$ cat config.mk
export PLATFORM = sky130hd
export DESIGN_NAME = vp_decoder
export DESIGN_NICKNAME = d
export VERILOG_FILES = /design/src/rtl/vp_decoder_pkg.sv /design/src/rtl/vp_out_stage.sv /design/src/rtl/vp_decoder.sv
export SDC_FILE = /design/constraint.sdc
export NUM_CORES = 1
export LEC_CHECK = 0
export CAP_MARGIN = 10
export CORE_ASPECT_RATIO = 1.1
export CORE_UTILIZATION = 60
export DETAILED_ROUTE_END_ITERATION = 8
export PLACE_DENSITY = 0.87
export SYNTH_ARGS = -nofsm -noshare
export SYNTH_HDL_FRONTEND = slang
export SYNTH_SLANG_ARGS = --single-unit
$ cat constraint.sdc
create_clock -name i_clk -period 18.8 [get_ports i_clk]
set_input_delay 3.76 -clock i_clk [delete_from_list [all_inputs] [get_ports i_clk]]
set_output_delay 3.76 -clock i_clk [all_outputs]
set_load 0.02 [all_outputs]
$ cat src/rtl/vp_decoder_pkg.sv
// Shared widths, buffer-entry layout, slot tags and FSM encodings for the
// sparse ping-pong decoder.
package vp_decoder_pkg;
   localparam int ADDR_W  = 7;
   localparam int DATA_W  = 16;
   localparam int PROD_W  = 32;
   localparam int AFULL_W = 3 * ADDR_W;

   typedef struct packed {
      logic [AFULL_W-1:0] addr;
      logic [DATA_W-1:0]  w;
      logic [DATA_W-1:0]  ia;
   } entry_t;

   typedef enum logic {
      SLOT_R = 1'b0,
      SLOT_L = 1'b1
   } slot_t;

   localparam logic [1:0] S_IDLE  = 2'd0;
   localparam logic [1:0] S_DRAIN = 2'd1;
   localparam logic [1:0] S_DONE  = 2'd2;
endpackage

$ cat src/rtl/vp_out_stage.sv
// Single-entry valid/ready output register; the signed product is formed
// as the entry is loaded.
module vp_out_stage
   import vp_decoder_pkg::*;
(
   input  logic                     clk,
   input  logic                     rst_n,
   input  logic                     load,
   input  logic [AFULL_W-1:0]       in_addr,
   input  logic signed [DATA_W-1:0] in_w,
   input  logic signed [DATA_W-1:0] in_ia,
   input  logic                     ready,
   output logic                     valid,
   output logic [AFULL_W-1:0]       addr,
   output logic signed [PROD_W-1:0] product,
   output logic                     free
);
   logic signed [PROD_W-1:0] prod_c;

   // Sign-extend both operands to the full product width before multiplying.
   assign prod_c = PROD_W'(in_w) * PROD_W'(in_ia);
   assign free   = ~valid | ready;

   always_ff @(posedge clk or negedge rst_n) begin
      if (!rst_n) begin
         valid   <= 1'b0;
         addr    <= '0;
         product <= '0;
      end else if (load) begin
         valid   <= 1'b1;
         addr    <= in_addr;
         product <= prod_c;
      end else if (ready) begin
         valid   <= 1'b0;
      end
   end
endmodule

$ cat src/rtl/vp_decoder.sv
// Consumer of the encoder's right/left 3-entry buffers: captures on ready
// edges, drains R,L,R,... skipping zero weights, streams (addr, w*ia) pairs.
module vp_decoder
   import vp_decoder_pkg::*;
(
   input  logic                     i_clk,
   input  logic                     i_rst_n,
   input  logic                     i_start,
   input  logic                     i_right_ready,
   input  logic                     i_left_ready,
   input  logic [AFULL_W-1:0]       i_addr_right_buffer    [0:2],
   input  logic signed [DATA_W-1:0] i_w_data_right_buffer  [0:2],
   input  logic signed [DATA_W-1:0] i_ia_data_right_buffer [0:2],
   input  logic [AFULL_W-1:0]       i_addr_left_buffer     [0:2],
   input  logic signed [DATA_W-1:0] i_w_data_left_buffer   [0:2],
   input  logic signed [DATA_W-1:0] i_ia_data_left_buffer  [0:2],
   input  logic                     i_enc_finish,
   output logic                     o_valid,
   input  logic                     i_out_ready,
   output logic [AFULL_W-1:0]       o_addr,
   output logic signed [PROD_W-1:0] o_product,
   output logic                     o_busy,
   output logic                     o_overflow,
   output logic                     o_done,
   output logic [1:0]               o_state
);
   // Handshake: a pair transfers on a clock edge where o_valid and
   // i_out_ready are both high; until then o_valid/o_addr/o_product hold.
   logic [1:0] state, state_nx;
   entry_t     slot_r [0:2];
   entry_t     slot_l [0:2];
   logic       full_r, full_l;
   slot_t      exp_slot;
   logic [1:0] idx;
   logic       finish_seen;
   logic       rdy_r_q, rdy_r_q2, rdy_l_q, rdy_l_q2, fin_q, fin_q2;

   logic       edge_r, edge_l, edge_f;
   entry_t     cur;
   logic       cur_full, out_free, step, load, last;
   logic       free_r, free_l, take_r, take_l, ovf_set, done_cond;

   assign edge_r = rdy_r_q & ~rdy_r_q2;
   assign edge_l = rdy_l_q & ~rdy_l_q2;
   assign edge_f = fin_q & ~fin_q2;

   assign cur      = (exp_slot == SLOT_R) ? slot_r[idx] : slot_l[idx];
   assign cur_full = (exp_slot == SLOT_R) ? full_r : full_l;
   assign step     = (state == S_DRAIN) && cur_full && out_free;
   assign load     = step && (cur.w != '0);
   assign last     = step && (idx == 2'd2);
   assign free_r   = last && (exp_slot == SLOT_R);
   assign free_l   = last && (exp_slot == SLOT_L);

   // A slot emptied on this edge can take the new buffer immediately.
   assign take_r  = edge_r && (!full_r || free_r);
   assign take_l  = edge_l && (!full_l || free_l);
   assign ovf_set = (edge_r && full_r && !free_r) || (edge_l && full_l && !free_l);

   // Pending captures block completion so a same-cycle finish waits for them.
   assign done_cond = finish_seen && !full_r && !full_l && !o_valid && !edge_r && !edge_l;

   assign o_busy  = (state != S_IDLE);
   assign o_done  = (state == S_DONE);
   assign o_state = state;

   always_comb begin
      state_nx = state;
      case (state)
         S_IDLE:  if (i_start) state_nx = S_DRAIN;
         S_DRAIN: if (done_cond) state_nx = S_DONE;
         S_DONE:  state_nx = S_IDLE;
         default: state_nx = S_IDLE;
      endcase
   end

   always_ff @(posedge i_clk or negedge i_rst_n) begin
      if (!i_rst_n) begin
         rdy_r_q  <= 1'b0;
         rdy_r_q2 <= 1'b0;
         rdy_l_q  <= 1'b0;
         rdy_l_q2 <= 1'b0;
         fin_q    <= 1'b0;
         fin_q2   <= 1'b0;
      end else begin
         rdy_r_q  <= i_right_ready;
         rdy_r_q2 <= rdy_r_q;
         rdy_l_q  <= i_left_ready;
         rdy_l_q2 <= rdy_l_q;
         fin_q    <= i_enc_finish;
         fin_q2   <= fin_q;
      end
   end

   always_ff @(posedge i_clk or negedge i_rst_n) begin
      if (!i_rst_n) begin
         full_r <= 1'b0;
         full_l <= 1'b0;
         for (int i = 0; i < 3; i++) begin
            slot_r[i] <= '0;
            slot_l[i] <= '0;
         end
      end else begin
         if (take_r) begin
            full_r <= 1'b1;
            for (int i = 0; i < 3; i++)
               slot_r[i] <= '{addr: i_addr_right_buffer[i],
                              w:    i_w_data_right_buffer[i],
                              ia:   i_ia_data_right_buffer[i]};
         end else if (free_r) begin
            full_r <= 1'b0;
         end
         if (take_l) begin
            full_l <= 1'b1;
            for (int i = 0; i < 3; i++)
               slot_l[i] <= '{addr: i_addr_left_buffer[i],
                              w:    i_w_data_left_buffer[i],
                              ia:   i_ia_data_left_buffer[i]};
         end else if (free_l) begin
            full_l <= 1'b0;
         end
      end
   end

   always_ff @(posedge i_clk or negedge i_rst_n) begin
      if (!i_rst_n) begin
         state       <= S_IDLE;
         exp_slot    <= SLOT_R;
         idx         <= 2'd0;
         finish_seen <= 1'b0;
         o_overflow  <= 1'b0;
      end else begin
         state <= state_nx;
         if (step)
            idx <= last ? 2'd0 : idx + 2'd1;
         if (last)
            exp_slot <= (exp_slot == SLOT_R) ? SLOT_L : SLOT_R;
         else if (state == S_DONE)
            exp_slot <= SLOT_R;
         if (state == S_DONE)
            finish_seen <= 1'b0;
         else if (state == S_DRAIN && edge_f)
            finish_seen <= 1'b1;
         if (ovf_set)
            o_overflow <= 1'b1;
         else if (state == S_IDLE && !i_start)
            o_overflow <= 1'b0;
      end
   end

   vp_out_stage u_out (
      .clk     (i_clk),
      .rst_n   (i_rst_n),
      .load    (load),
      .in_addr (cur.addr),
      .in_w    (cur.w),
      .in_ia   (cur.ia),
      .ready   (i_out_ready),
      .valid   (o_valid),
      .addr    (o_addr),
      .product (o_product),
      .free    (out_free)
   );
endmodule

==> metrics <==
main area contributors after synthesis=dfrtp_1 (37%), fa_1 (20%), mux2_2 (14%), inv_1 (4.4%), mux4_2 (4.3%); fmax=0.1095 GHz; row cnt=80; area grow syn2layout=21.92%; worst reg2reg path depth=22; share of synthesized registers carrying an async set or reset=100.0%; slowest stage cell, crit path=a21oi_1; synth unique cells=64; # setup viols final=0; Die Y=222.3 um; Final Hold Fails=0; minimum clock period=9.128 ns; synthesis-stage register bit count=387; WP data arrival=9.57 ns; CP required=19.24 ns; WHS Path Cells=0; clock-pin transition on the worst setup and hold timing paths=~0.060 ns; antenna violations before repair=17; Num CTS Buffers=42; global-route wire length before repair=119000 um; Synth Instances=2259; # Post-CTS Setup Buffers=0; slowest stage delay, CP=0.83 ns; Final GP Congestion=just under 1; max-slew violation count=0; final net count=3284; H-tree depth=2; Yosys warning total=0; run status=completed; DRC=0; global route total overflow=0; kind of end point of the critical path=flip-flop; worst-margin pin slew=1.173 ns; post-DP HPWL=56450 um; vias in the first global route=between 20000 and 25000; area of the die=44970 sq um; Core Area=43440 sq um; critical path class=reg -> reg; CTS root buffer=clkbuf_16; largest net degree at the start of global routing=118; Worst setup SP type=flip-flop; netlist area before placement=approximately 26000 sq um; syn avg cell area=between 10 and 15 sq um; Total GRT Usage=between 30% and 40%; Rel. slew slack=a little over a fifth; sinks on the clock net=387; io pins=384; WL/cell=23.35 um; CP cell instances=buf_4 > mux4_2 > a21oi_1 > nor2_1 > fa_1 > inv_1 > fa_1 > fa_1 > inv_1 > fa_1 > fa_1 > inv_1 > fa_1 > inv_1 > ha_1 > and4_1 > and2_1 > nor4b_1 > o2111ai_1 > a311oi_1 > nor3_1 > or3b_1; fin crit share=48.56%; hold crit path type=reg -> reg; # hold bufs at CTS=0; Setup Skew=approximately 0.024 ns; Sum Neg Setup Slack=0 ns; most frequent CP cell=fa_1; Yosys top cell area share=between 30 and 40%; ys flop type=dfrtp_1; register area share after synthesis=36.58%; first-pass detailed-route iteration total=5; die outline width=202.3 um; Max Cap Viol=0; Crit Path Max Fanout=34; proportion of layout cells with a drive suffix above 1=~19%; Resized Gates After CTS=0; clock latency on the worst-skew pair=about 0.58 ns; Vias=18990; post-route ant nets=0; Port Buffers=383; Starting Density=60.94%; CTS tree=yes; synthesized net count=2929; RSZ-0062 raised after global routing=false; Post-synth EDFFs=0; final WL=roughly 75000 um; DRC marker count from the first detailed-route iteration=1558; Synth area leader=dfrtp_1; clock tree buffer depth=3; Avg Vias per Cell=5.878
-- flip-flops by register name, indices dropped and copies added, names as in the netlist, 2 cells and up --
name / flops
slot_r: 159
idx: 2
o_state: 2
u_out.addr: 21
slot_l: 159
u_out.product: 32
-- critical path: cells and delay by family, from the launching register on --
family          cells  cell delay (ns)
fa+ha+maj           7             3.43
simple gates        6             1.59
flops               1             0.75
buf+inv             5             0.84
mux                 1             0.64
compound gates      3             1.66
-- cells in the final DEF, fill, tap and decap left out, types with 7 or more instances in the layout --
cell type and n:
xnor2_1 21, fa_1 262, mux2_2 334, a21oi_1 56
ha_1 83, mux2i_1 42, xor2_1 9, clkbuf_16 42
diode_2 15, nor2_1 183, or3_1 7, nand2_1 186
clkbuf_1 8, or2_2 11, nand3_1 7, clkdlybuf4s50_1 382
inv_1 307, nand2b_1 20, o21ai_0 63, a22oi_1 11
dfrtp_1 385, a22o_1 12, a21o_1 9, buf_4 36
mux4_2 50
-- metrics by stage --
step	hold slack [ns]	std cells	util (%)	setup slack, ns	area (sq um)
6_report	0.3840	3231	74.31	9.672	32280
5_1_grt	0.3922	3230	74.30	9.184	32280
4_1_cts	0.3823	3216	74.22	9.739	32240
3_5_place_dp	0.3680	3144	71.02	9.738	30850
3_3_place_gp	0.3595	3144	71.02	10.07	30850
2_1_floorplan	0.3540	2259	-	11.15	26480
-- worst paths after layout --
kind | start | to | slack [ns]
setup / recovery | idx[1] | u_out.product[30] | 9.67
hold / removal | rdy_r_q | rdy_r_q2 | 0.38
setup reg to reg | idx[1] | u_out.product[30] | 9.67
hold reg to reg | rdy_r_q | rdy_r_q2 | 0.38
max in group asynchronous | i_rst_n | slot_r[2] | 13.45
min in group asynchronous | i_rst_n | u_out.product[5] | 3.27
-- Yosys cell counts, drive strengths merged, types with 6 or more instances --
cell	count
a22oi	15
nand3	7
dfrtp	387
o31ai	6
nand2b	22
a21o	9
mux2i	42
fa	262
or2	11
xnor2	21
buf	53
a31oi	6
xor2	9
a21oi	58
a22o	13
mux4	53
ha	83
inv	307
or3	7
o21ai	66
mux2	334
nor2	184
clkbuf	55
nand2	186
-- kinds of logic (layout without fill, tap and decap cells) --
kind of cell	after synthesis	after routing	share of synthesized area (%)
compound gates	205	205	5.010
xor+xnor	30	30	0.9925
fa+ha+maj	345	345	23.73
buf+inv	416	799	6.182
flops	387	387	36.58
mux	429	429	20.35
other cells	0	15	0
simple gates	447	447	7.160
-- layer usage --
layer,share of wire [%],routed length [um],global-route usage [%],vias up
met5,0.050,38,0,-
met4,4.5,3357,16.40,6
met3,8.5,6387,8.551,197
met2,51,38150,58.72,884
met1,36,27500,41.87,9755
li1,-,-,-,8150
-- area by class of cell --
type                            instances  area, sq um
Sequential cell                       387         9692
Clock inverter                         18        252.7
Timing Repair Buffer                  419         4109
Tap cell                              574        718.2
Multi-Input combinational cell       1456        15180
Antenna cell                           15        37.54
Inverter                              308         1156
Fill cell                            2813        11160
Clock buffer                           54         1136
Power is not shown: default switching activity piles up to over one toggle a cycle in this logic, so the estimate is an artifact.
